**src/rtl/stepper_seq.sv**
```systemverilog
// stepper_seq: four-coil stepper sequencer with wave, full and half-step modes.
// It supports a programmable step period, bounded or continuous moves with a
// busy/done handshake, abort, and hold-or-release of the coils at end of move.
// Optional feature: define STEPPER_SEQ_RAMP_EN to add a start-up speed ramp.
// The first step interval is lengthened by RAMP_START and then shortened by
// RAMP_DEC per step, never dropping below the programmed period.
module stepper_seq #(
  parameter int CNT_W      = 24,
  parameter int STEPS_W    = 16,
  parameter int RAMP_START = 16,
  parameter int RAMP_DEC   = 2
) (
  input  logic               clk,
  input  logic               rst_n,
  input  logic               start,
  input  logic               stop,
  input  logic               dir,
  input  logic [1:0]         mode,
  input  logic [STEPS_W-1:0] steps,
  input  logic [CNT_W-1:0]   period,
  input  logic               hold,
  output logic [3:0]         coils,
  output logic               step_pulse,
  output logic               busy,
  output logic               done,
  output logic [2:0]         pos
);

  // The ramp constants must fit in the period counter.
  if (RAMP_START < 0 || RAMP_DEC < 0 || RAMP_START >= 2**CNT_W || RAMP_DEC >= 2**CNT_W) begin : g_bad_ramp_params
    $error("stepper_seq: RAMP_START/RAMP_DEC out of range for CNT_W");
  end

  typedef enum logic [1:0] {
    ST_IDLE   = 2'd0,
    ST_RUN    = 2'd1,
    ST_SETTLE = 2'd2
  } state_t;

  state_t             state_q, state_d;
  logic [2:0]         pos_q, pos_d;
  logic               hold_q, hold_d;
  logic               dir_q, dir_d;
  logic               half_q, half_d;
  logic               cont_q, cont_d;
  logic [STEPS_W-1:0] rem_q, rem_d;
  logic [CNT_W-1:0]   cnt_q, cnt_d;
  logic [CNT_W-1:0]   per_q, per_d;
  logic               pulse_q, pulse_d;
  logic               done_q, done_d;

  logic [CNT_W-1:0]   period_eff;
  logic [CNT_W-1:0]   first_ivl;
  logic [CNT_W-1:0]   next_ivl;
  logic               accept;
  logic               step_now;
  logic [2:0]         step_amt;

  // A zero period would never expire, so it runs as one clock per step.
  assign period_eff = (period == '0) ? CNT_W'(1) : period;

  // A move is accepted only from idle; a simultaneous stop cancels the start.
  assign accept   = (state_q == ST_IDLE) && start && !stop;
  // A step is due when the interval counter expires, unless stop wins that edge.
  assign step_now = (state_q == ST_RUN) && !stop && (cnt_q == CNT_W'(1));
  assign step_amt = half_q ? 3'd1 : 3'd2;

`ifdef STEPPER_SEQ_RAMP_EN
  logic [CNT_W-1:0] ivl_q, ivl_d;
  logic [CNT_W:0]   first_sum;
  logic [CNT_W:0]   dec_diff;

  // Ramp intervals: saturating first interval, then decrement down to the period.
  always_comb begin
    first_sum = {1'b0, period_eff} + (CNT_W+1)'(RAMP_START);
    first_ivl = first_sum[CNT_W] ? {CNT_W{1'b1}} : first_sum[CNT_W-1:0];
    dec_diff  = {1'b0, ivl_q} - (CNT_W+1)'(RAMP_DEC);
    if (dec_diff[CNT_W] || (dec_diff[CNT_W-1:0] < per_q)) begin
      next_ivl = per_q;
    end else begin
      next_ivl = dec_diff[CNT_W-1:0];
    end
  end

  // Track the current step interval across the ramp.
  always_comb begin
    ivl_d = ivl_q;
    if (accept) begin
      ivl_d = first_ivl;
    end else if (step_now) begin
      ivl_d = next_ivl;
    end
  end

  // Ramp interval register.
  always_ff @(posedge clk) begin
    if (!rst_n) begin
      ivl_q <= '0;
    end else begin
      ivl_q <= ivl_d;
    end
  end
`else
  assign first_ivl = period_eff;
  assign next_ivl  = per_q;
`endif

  // Next-state logic: move acceptance, stepping, settling and abort.
  always_comb begin
    state_d = state_q;
    pos_d   = pos_q;
    hold_d  = hold_q;
    dir_d   = dir_q;
    half_d  = half_q;
    cont_d  = cont_q;
    rem_d   = rem_q;
    cnt_d   = cnt_q;
    per_d   = per_q;
    pulse_d = 1'b0;
    done_d  = 1'b0;
    case (state_q)
      ST_IDLE: begin
        if (accept) begin
          state_d = ST_RUN;
          dir_d   = dir;
          hold_d  = hold;
          per_d   = period_eff;
          cnt_d   = first_ivl;
          rem_d   = steps;
          cont_d  = (steps == '0);
          case (mode)
            2'b10: begin
              half_d = 1'b1;
            end
            2'b00: begin
              half_d = 1'b0;
              pos_d  = {pos_q[2:1], 1'b0};
            end
            default: begin
              half_d = 1'b0;
              pos_d  = {pos_q[2:1], 1'b1};
            end
          endcase
        end
      end
      ST_RUN: begin
        if (stop) begin
          state_d = ST_IDLE;
          done_d  = 1'b1;
        end else if (step_now) begin
          pos_d   = dir_q ? (pos_q + step_amt) : (pos_q - step_amt);
          pulse_d = 1'b1;
          cnt_d   = next_ivl;
          if (!cont_q) begin
            rem_d = rem_q - STEPS_W'(1);
            if (rem_q == STEPS_W'(1)) begin
              state_d = ST_SETTLE;
              cnt_d   = per_q;
            end
          end
        end else begin
          cnt_d = cnt_q - CNT_W'(1);
        end
      end
      ST_SETTLE: begin
        if (stop || (cnt_q == CNT_W'(1))) begin
          state_d = ST_IDLE;
          done_d  = 1'b1;
        end else begin
          cnt_d = cnt_q - CNT_W'(1);
        end
      end
      default: begin
        state_d = ST_IDLE;
      end
    endcase
  end

  // State and datapath registers with synchronous active-low reset.
  always_ff @(posedge clk) begin
    if (!rst_n) begin
      state_q <= ST_IDLE;
      pos_q   <= 3'd0;
      hold_q  <= 1'b0;
      dir_q   <= 1'b0;
      half_q  <= 1'b0;
      cont_q  <= 1'b0;
      rem_q   <= '0;
      cnt_q   <= '0;
      per_q   <= '0;
      pulse_q <= 1'b0;
      done_q  <= 1'b0;
    end else begin
      state_q <= state_d;
      pos_q   <= pos_d;
      hold_q  <= hold_d;
      dir_q   <= dir_d;
      half_q  <= half_d;
      cont_q  <= cont_d;
      rem_q   <= rem_d;
      cnt_q   <= cnt_d;
      per_q   <= per_d;
      pulse_q <= pulse_d;
      done_q  <= done_d;
    end
  end

  // Coils follow the phase table while moving, or while holding after a move.
  always_comb begin
    coils = 4'b0000;
    if ((state_q != ST_IDLE) || hold_q) begin
      case (pos_q)
        3'd0:    coils = 4'b1000;
        3'd1:    coils = 4'b1100;
        3'd2:    coils = 4'b0100;
        3'd3:    coils = 4'b0110;
        3'd4:    coils = 4'b0010;
        3'd5:    coils = 4'b0011;
        3'd6:    coils = 4'b0001;
        default: coils = 4'b1001;
      endcase
    end
  end

  assign step_pulse = pulse_q;
  assign done       = done_q;
  assign busy       = (state_q != ST_IDLE);
  assign pos        = pos_q;

endmodule

```
**config.mk**
```make
export PLATFORM = sky130hd
export DESIGN_NAME = stepper_seq
export DESIGN_NICKNAME = d
export VERILOG_FILES = /design/src/rtl/stepper_seq.sv
export SDC_FILE = /design/constraint.sdc
export NUM_CORES = 1
export LEC_CHECK = 0
export ABC_AREA = 1
export BUFFER_PORTS_ARGS = -buffer_cell sky130_fd_sc_hd__buf_2
export CORE_MARGIN = 5
export CORE_UTILIZATION = 59
export DETAILED_ROUTE_END_ITERATION = 10
export PLACE_DENSITY = 0.91
export SYNTH_ARGS = -nofsm -noshare
export SYNTH_HDL_FRONTEND = slang
export SYNTH_SLANG_ARGS = --single-unit
```
**constraint.sdc**
```tcl
create_clock -name clk -period 2 [get_ports clk]
set_input_delay 0.5 -clock clk [delete_from_list [all_inputs] [get_ports clk]]
set_output_delay 0.5 -clock clk [all_outputs]
set_load 0.005 [all_outputs]
```
Word level (Yosys, flattened, before mapping)

Cells that the tools add are included.

Input bits: 48
Logic and storage cells: 95
Bits in registers: 75
Output and inout bits: 10

Add/subtract/negate cells: 4
Muxes and demuxes: 32
Bitwise logic cells: 4
Reduce and logical (&&, ||, !) cells: 22
Equality and inequality tests: 21

Operators with widths:

| operator              | number |
|---|---|
| $mux 24               | 5 |
| $pmux 24 s3           | 1 |
| $mux 16               | 4 |
| $pmux 16 s2           | 1 |
| $pmux 4 s7            | 1 |
| $eq 24x1->1 const B   | 1 |
| $logic_not 24->1      | 1 |
| $sub 24x1->24 const B | 1 |
| $eq 16x1->1 const B   | 1 |
| $logic_not 16->1      | 1 |
| $sub 16x1->16 const B | 1 |
| $reduce_and 5->1      | 3 |
| $mux 2                | 7 |
| $ne 2x2->1 const B    | 7 |
| $eq 3x3->1 const B    | 3 |
| $mux 3                | 3 |
| $reduce_and 4->1      | 2 |
| $eq 3x2->1 const B    | 2 |
| $ne 3x3->1 const B    | 2 |
| $pmux 2 s3            | 1 |
| $pmux 3 s2            | 1 |
| $mux 1                | 5 |
| $eq 2x2->1 const B    | 2 |
| $logic_and 1x1->1     | 4 |
| 16 further kinds      | 23 |

Logic depth before layout (Yosys ltp)

Depth after elaboration: 6
Gate-level depth with buffers: 12
Depth with buffers taken out: 12

Worst setup path after synthesis

No wires, ideal clock.

Path kind: reg-to-reg
From: register state_q[1]
To: register cnt_q[12]
Setup slack: 199 ps
Path buffers: 1
Period minus slack after synthesis: 1801 ps
Arrival time: 1669 ps
Library setup time: 132 ps
Data required time: 1868 ps
Stages on the path, launching flop included: 13
Cell sequence: dfxtp_1 -> inv_1 -> ha_1 -> inv_2 -> nor2_1 -> nand4_4 -> nand2_4 -> nand2_4 -> buf_4 -> nand2_1 -> nand2_1 -> nand2_1 -> a21oi_1

Longest elaborated chain between the ends: 6
Elaborated cells between the ends (all ways): 15
Classes of those cells: 5 x eq/ne; 3 x mux; 7 x reduce/logical

RTL lines:

| what                           | RTL line | source |
|---|---|---|
| start: declaration             | 40       | `state_t state_q, state_d;` |
| start signal: assignment       | 194      | `state_q <= state_d;` |
| $eq 2x1->1                     | 65, 121  |  |
| $logic_and 1x1->1 (2 in a row) | 65       | `assign step_now = (state_q == ST_RUN) && !stop && (cnt_q == CNT_W'(1));` |
| $mux 24                        | 150      | `end else if (step_now) begin` |
| $mux 24                        | 147      | `if (stop) begin` |
| $pmux 24 s3                    | 121      | `case (state_q)` |
| end signal: assignment         | 201      | `cnt_q <= cnt_d;` |
| end: declaration               | 47       | `logic [CNT_W-1:0] cnt_q, cnt_d;` |

Several ways; a longest one is shown, not always the timed one. The select of a mux whose other input is x is not followed.
A chain may end at the register's enable or synchronous reset.

Worst setup path after layout

From: register state_q[1]
To: output coils[1]

Longest elaborated chain between the ends: 3

RTL lines:

| what              | RTL line | source |
|---|---|---|
| $reduce_bool 2->1 | 211      | `if ((state_q != ST_IDLE) \|\| hold_q) begin` |
| $logic_or 1x1->1  | 211      |  |
| $mux 4            | 211      |  |
| end: declaration  | 22       | `output logic [3:0] coils,` |

Every way passes these cells.

==> flow_metrics.tcl <==
set metrics [dict create \
    outcome "finished clean" \
    netlist_area_um2 4810 \
    hold_path.class "input pin to flop" \
    root_buffer "clkbuf_8" \
    yosys.area.top_type "dfxtp_1" \
    r2r_cells 12 \
    finalClockSkew_ps 9.43 \
    gr-total-overflow 0 \
    finalNetCount 872 \
    multiInputGateArea_um2 2880 \
    critical_path_class "flop to output pin" \
    rows 33 \
    met3_length_mm 1.39 \
    placed_cells 906 \
    seq_area_um2 1500 \
    synth_edf_count 0 \
    wl_per_cell_um 14.6 \
    synthArstFlopShare 0 \
    max-vdd-ir-drop_mv 0.642 \
    hold_path.startpoint "steps[8]" \
    dieArea_um2 10100 \
    grt_pass1_wl_mm 22.3 \
    p_leak_nw 2.65 \
    arrival_ps 1490 \
    dp_slack_ps 16.7 \
    die_w_um 100 \
    grt_usage 0.269 \
    port_buffers 57 \
    cts_tree "done" \
    crit_chain "inv_4, ha_4, inv_2, or2_4, nand2_4, o22ai_1, buf_2" \
    cpLargestDelayFamily "flip-flops" \
    reg2reg_slack_ps 90 \
    wl_met1_mm 5.26 \
    min_to "rem_q[8]$_SDFFE_PN0P_" \
    die_h_um 100 \
    synth_most_common_cell "nand2_1" \
    coreArea_um2 8090 \
    area_growth_pct 16.3 \
    synth_cell_types 39 \
    ys_top_cells_by_area "dfxtp_1, nand2_1, a21oi_1" \
    drtIter0Drc 400 \
    crit_cells 7 \
    cts_buffer_depth 2 \
    syn_nets 816 \
    initial_core_util 0.595 \
    worst_setup_path_start_kind "flop" \
    clock_sinks 75 \
    fin_crit_ps 1990 \
    slowest_stage "dfxtp_2" \
    antennaDiodeCount 0 \
    hold_depth 3 \
    cts_hold_buf 0 \
    fmax_mhz 502 \
    htreeDepth 3 \
    vias_per_cell 5.70 \
    fillers 696 \
    yosysTopAreaCellShare 0.312 \
    required_ps 1500 \
    vias 5270 \
    wl_met2_mm 6.47 \
    drc_errors 0 \
    crit_buf_inv 3 \
    setup_violations 0 \
    topRoutingLayerUsed "met4" \
    dp_hpwl_mm 9.30 \
    synth_flop_cell "dfxtp_1" \
    maxCapViolCount 0 \
    fin_total_pwr_mw 6.33 \
    synth_common_cells "nand2_1, a21oi_1, nor2_1, inv_1, dfxtp_1" \
    avgSynthCellArea_um2 6.34 \
    rsz0062_at_grt "yes" \
    grt_max_degree 49 \
    hold_violations 0 \
    yosys_warnings 0 \
    post-route-util 0.692 \
    synth_cells 759 \
    r2r_end "cnt_q[22]$_SDFFE_PN0P_" \
    tightestPinTransition_ps 622 \
    finalWirelength_mm 13.5 \
    ys_ff_latch 75 \
    yosysSeqAreaShare 0.312 \
    dpl_cell_area_um2 5260 \
    layout.cells.non_filler 925 \
    grt_pass1_vias 4909 \
    io_pins 58 \
    cellPowerDensity_nw_per_um2 1130 \
    cts_made_buffers 9 \
    antenna_found_initial 0 \
    firstDrtPassIters 5 \
    place_congestion 0.967 \
    fin_area_um2 5600 \
    drive_gt1_frac 0.170 \
    fin_ws_ps 7.42 \
    postRouteAntennaNets 0 \
    reg2reg_from "state_q[0]$_SDFFE_PN0P_" \
    cp_slowest_stage_delay_ps 340 \
    insertion_delay_ps 350 \
    cp-end-kind "output pin" \
    cp_max_fo 3 \
    slew_headroom 0.585 \
    period_share 0.996 \
    slew_violations 0 \
    path_clk_slew_ps 90 \
]
where the power goes:
group,internal [mW],switching (mW),total [mW]
sequential,1.73,0.234,1.97
combinational,1.04,1.91,2.94
clock,0.832,0.596,1.43
total,3.60,2.73,6.33
cell families after synthesis:
kind of cell,after synthesis,synth area share
adders and majority gates,9,0.0249
buffers and inverters,121,0.104
DFF,75,0.312
xor gates and xnor gates,24,0.0437
AOI/OAI and AO/OA,179,0.194
and+or+nand+nor,351,0.321
sequential cells by signal, indices dropped and copies added, names as in the netlist:
| signal | cells |
|---|---|
| done | 1 |
| rem_q | 16 |
| next_ivl | 24 |
| state_q | 2 |
| step_pulse | 1 |
| dir_q | 1 |
| pos | 3 |
| hold_q | 1 |
| half_q | 1 |
| cnt_q | 24 |
| cont_q | 1 |
through the flow:
step           hold WS [ps]  setup TNS [ps]
6_report                410               0
5_1_grt                 408            -195
4_1_cts                 406           -3.21
3_5_place_dp            466               0
3_3_place_gp            452               0
2_1_floorplan           445               0
what timing repair did:
item,4_1_cts,5_1_grt
setup buffers,1,2
pin swaps,2,2
setup endpoints to repair,7,41
resized for setup,10,15
metal layers:
metal  vias up  GRT usage
li1       2575          -
met1      2368      0.347
met2       289      0.442
met3        38     0.0521
met4         0      0.107
met5         -          0
worst max path at each step:
| stage | to | slack [ps] | startpoint |
|---|---|---|---|
| floorplan | cnt_q[12]$_SDFFE_PN0P_ | 200 | state_q[1]$_SDFFE_PN0P_ |
| global placement | cnt_q[21]$_SDFFE_PN0P_ | 120 | state_q[0]$_SDFFE_PN0P_ |
| detailed placement | cnt_q[22]$_SDFFE_PN0P_ | 20 | state_q[0]$_SDFFE_PN0P_ |
| CTS | coils[3] | -3 | state_q[1]$_SDFFE_PN0P_ |
| global route | cnt_q[17]$_SDFFE_PN0P_ | -40 | state_q[0]$_SDFFE_PN0P_ |
| finish | coils[1] | 7 | state_q[1]$_SDFFE_PN0P_ |
tightest hold or removal path, stage by stage:
cell and delay [ps]:
buf_2 90, a211oi_1 60, nor2_1 80
placed cells by master (no fill, tap or decap), types with 3 or more instances in the layout:
cell type  instances
nand2_1          169
a21oi_1          103
nor2_1            92
inv_1             81
dfxtp_1           73
o21ai_0           60
buf_2             57
nand3_1           29
nand4_1           18
xor2_1            14
buf_4             14
nor2_2            11
xnor2_1           10
clkbuf_8           9
nor3_1             7
nand2_4            6
ha_1               6
inv_2              5
buf_12             5
nand2_2            4
nor2_4             4
o21ai_1            4
a31oi_1            4
bufinv_16          3
cell type report:
class,instances,share of cell area
multi-input combinational,563,0.514
tap,105,0.0235
inverter,89,0.0610
sequential,75,0.269
clock buffer,10,0.0228
clock inverter,6,0.0203
timing repair buffer,77,0.0896
Note: power is estimated with default switching activity, not from simulation.
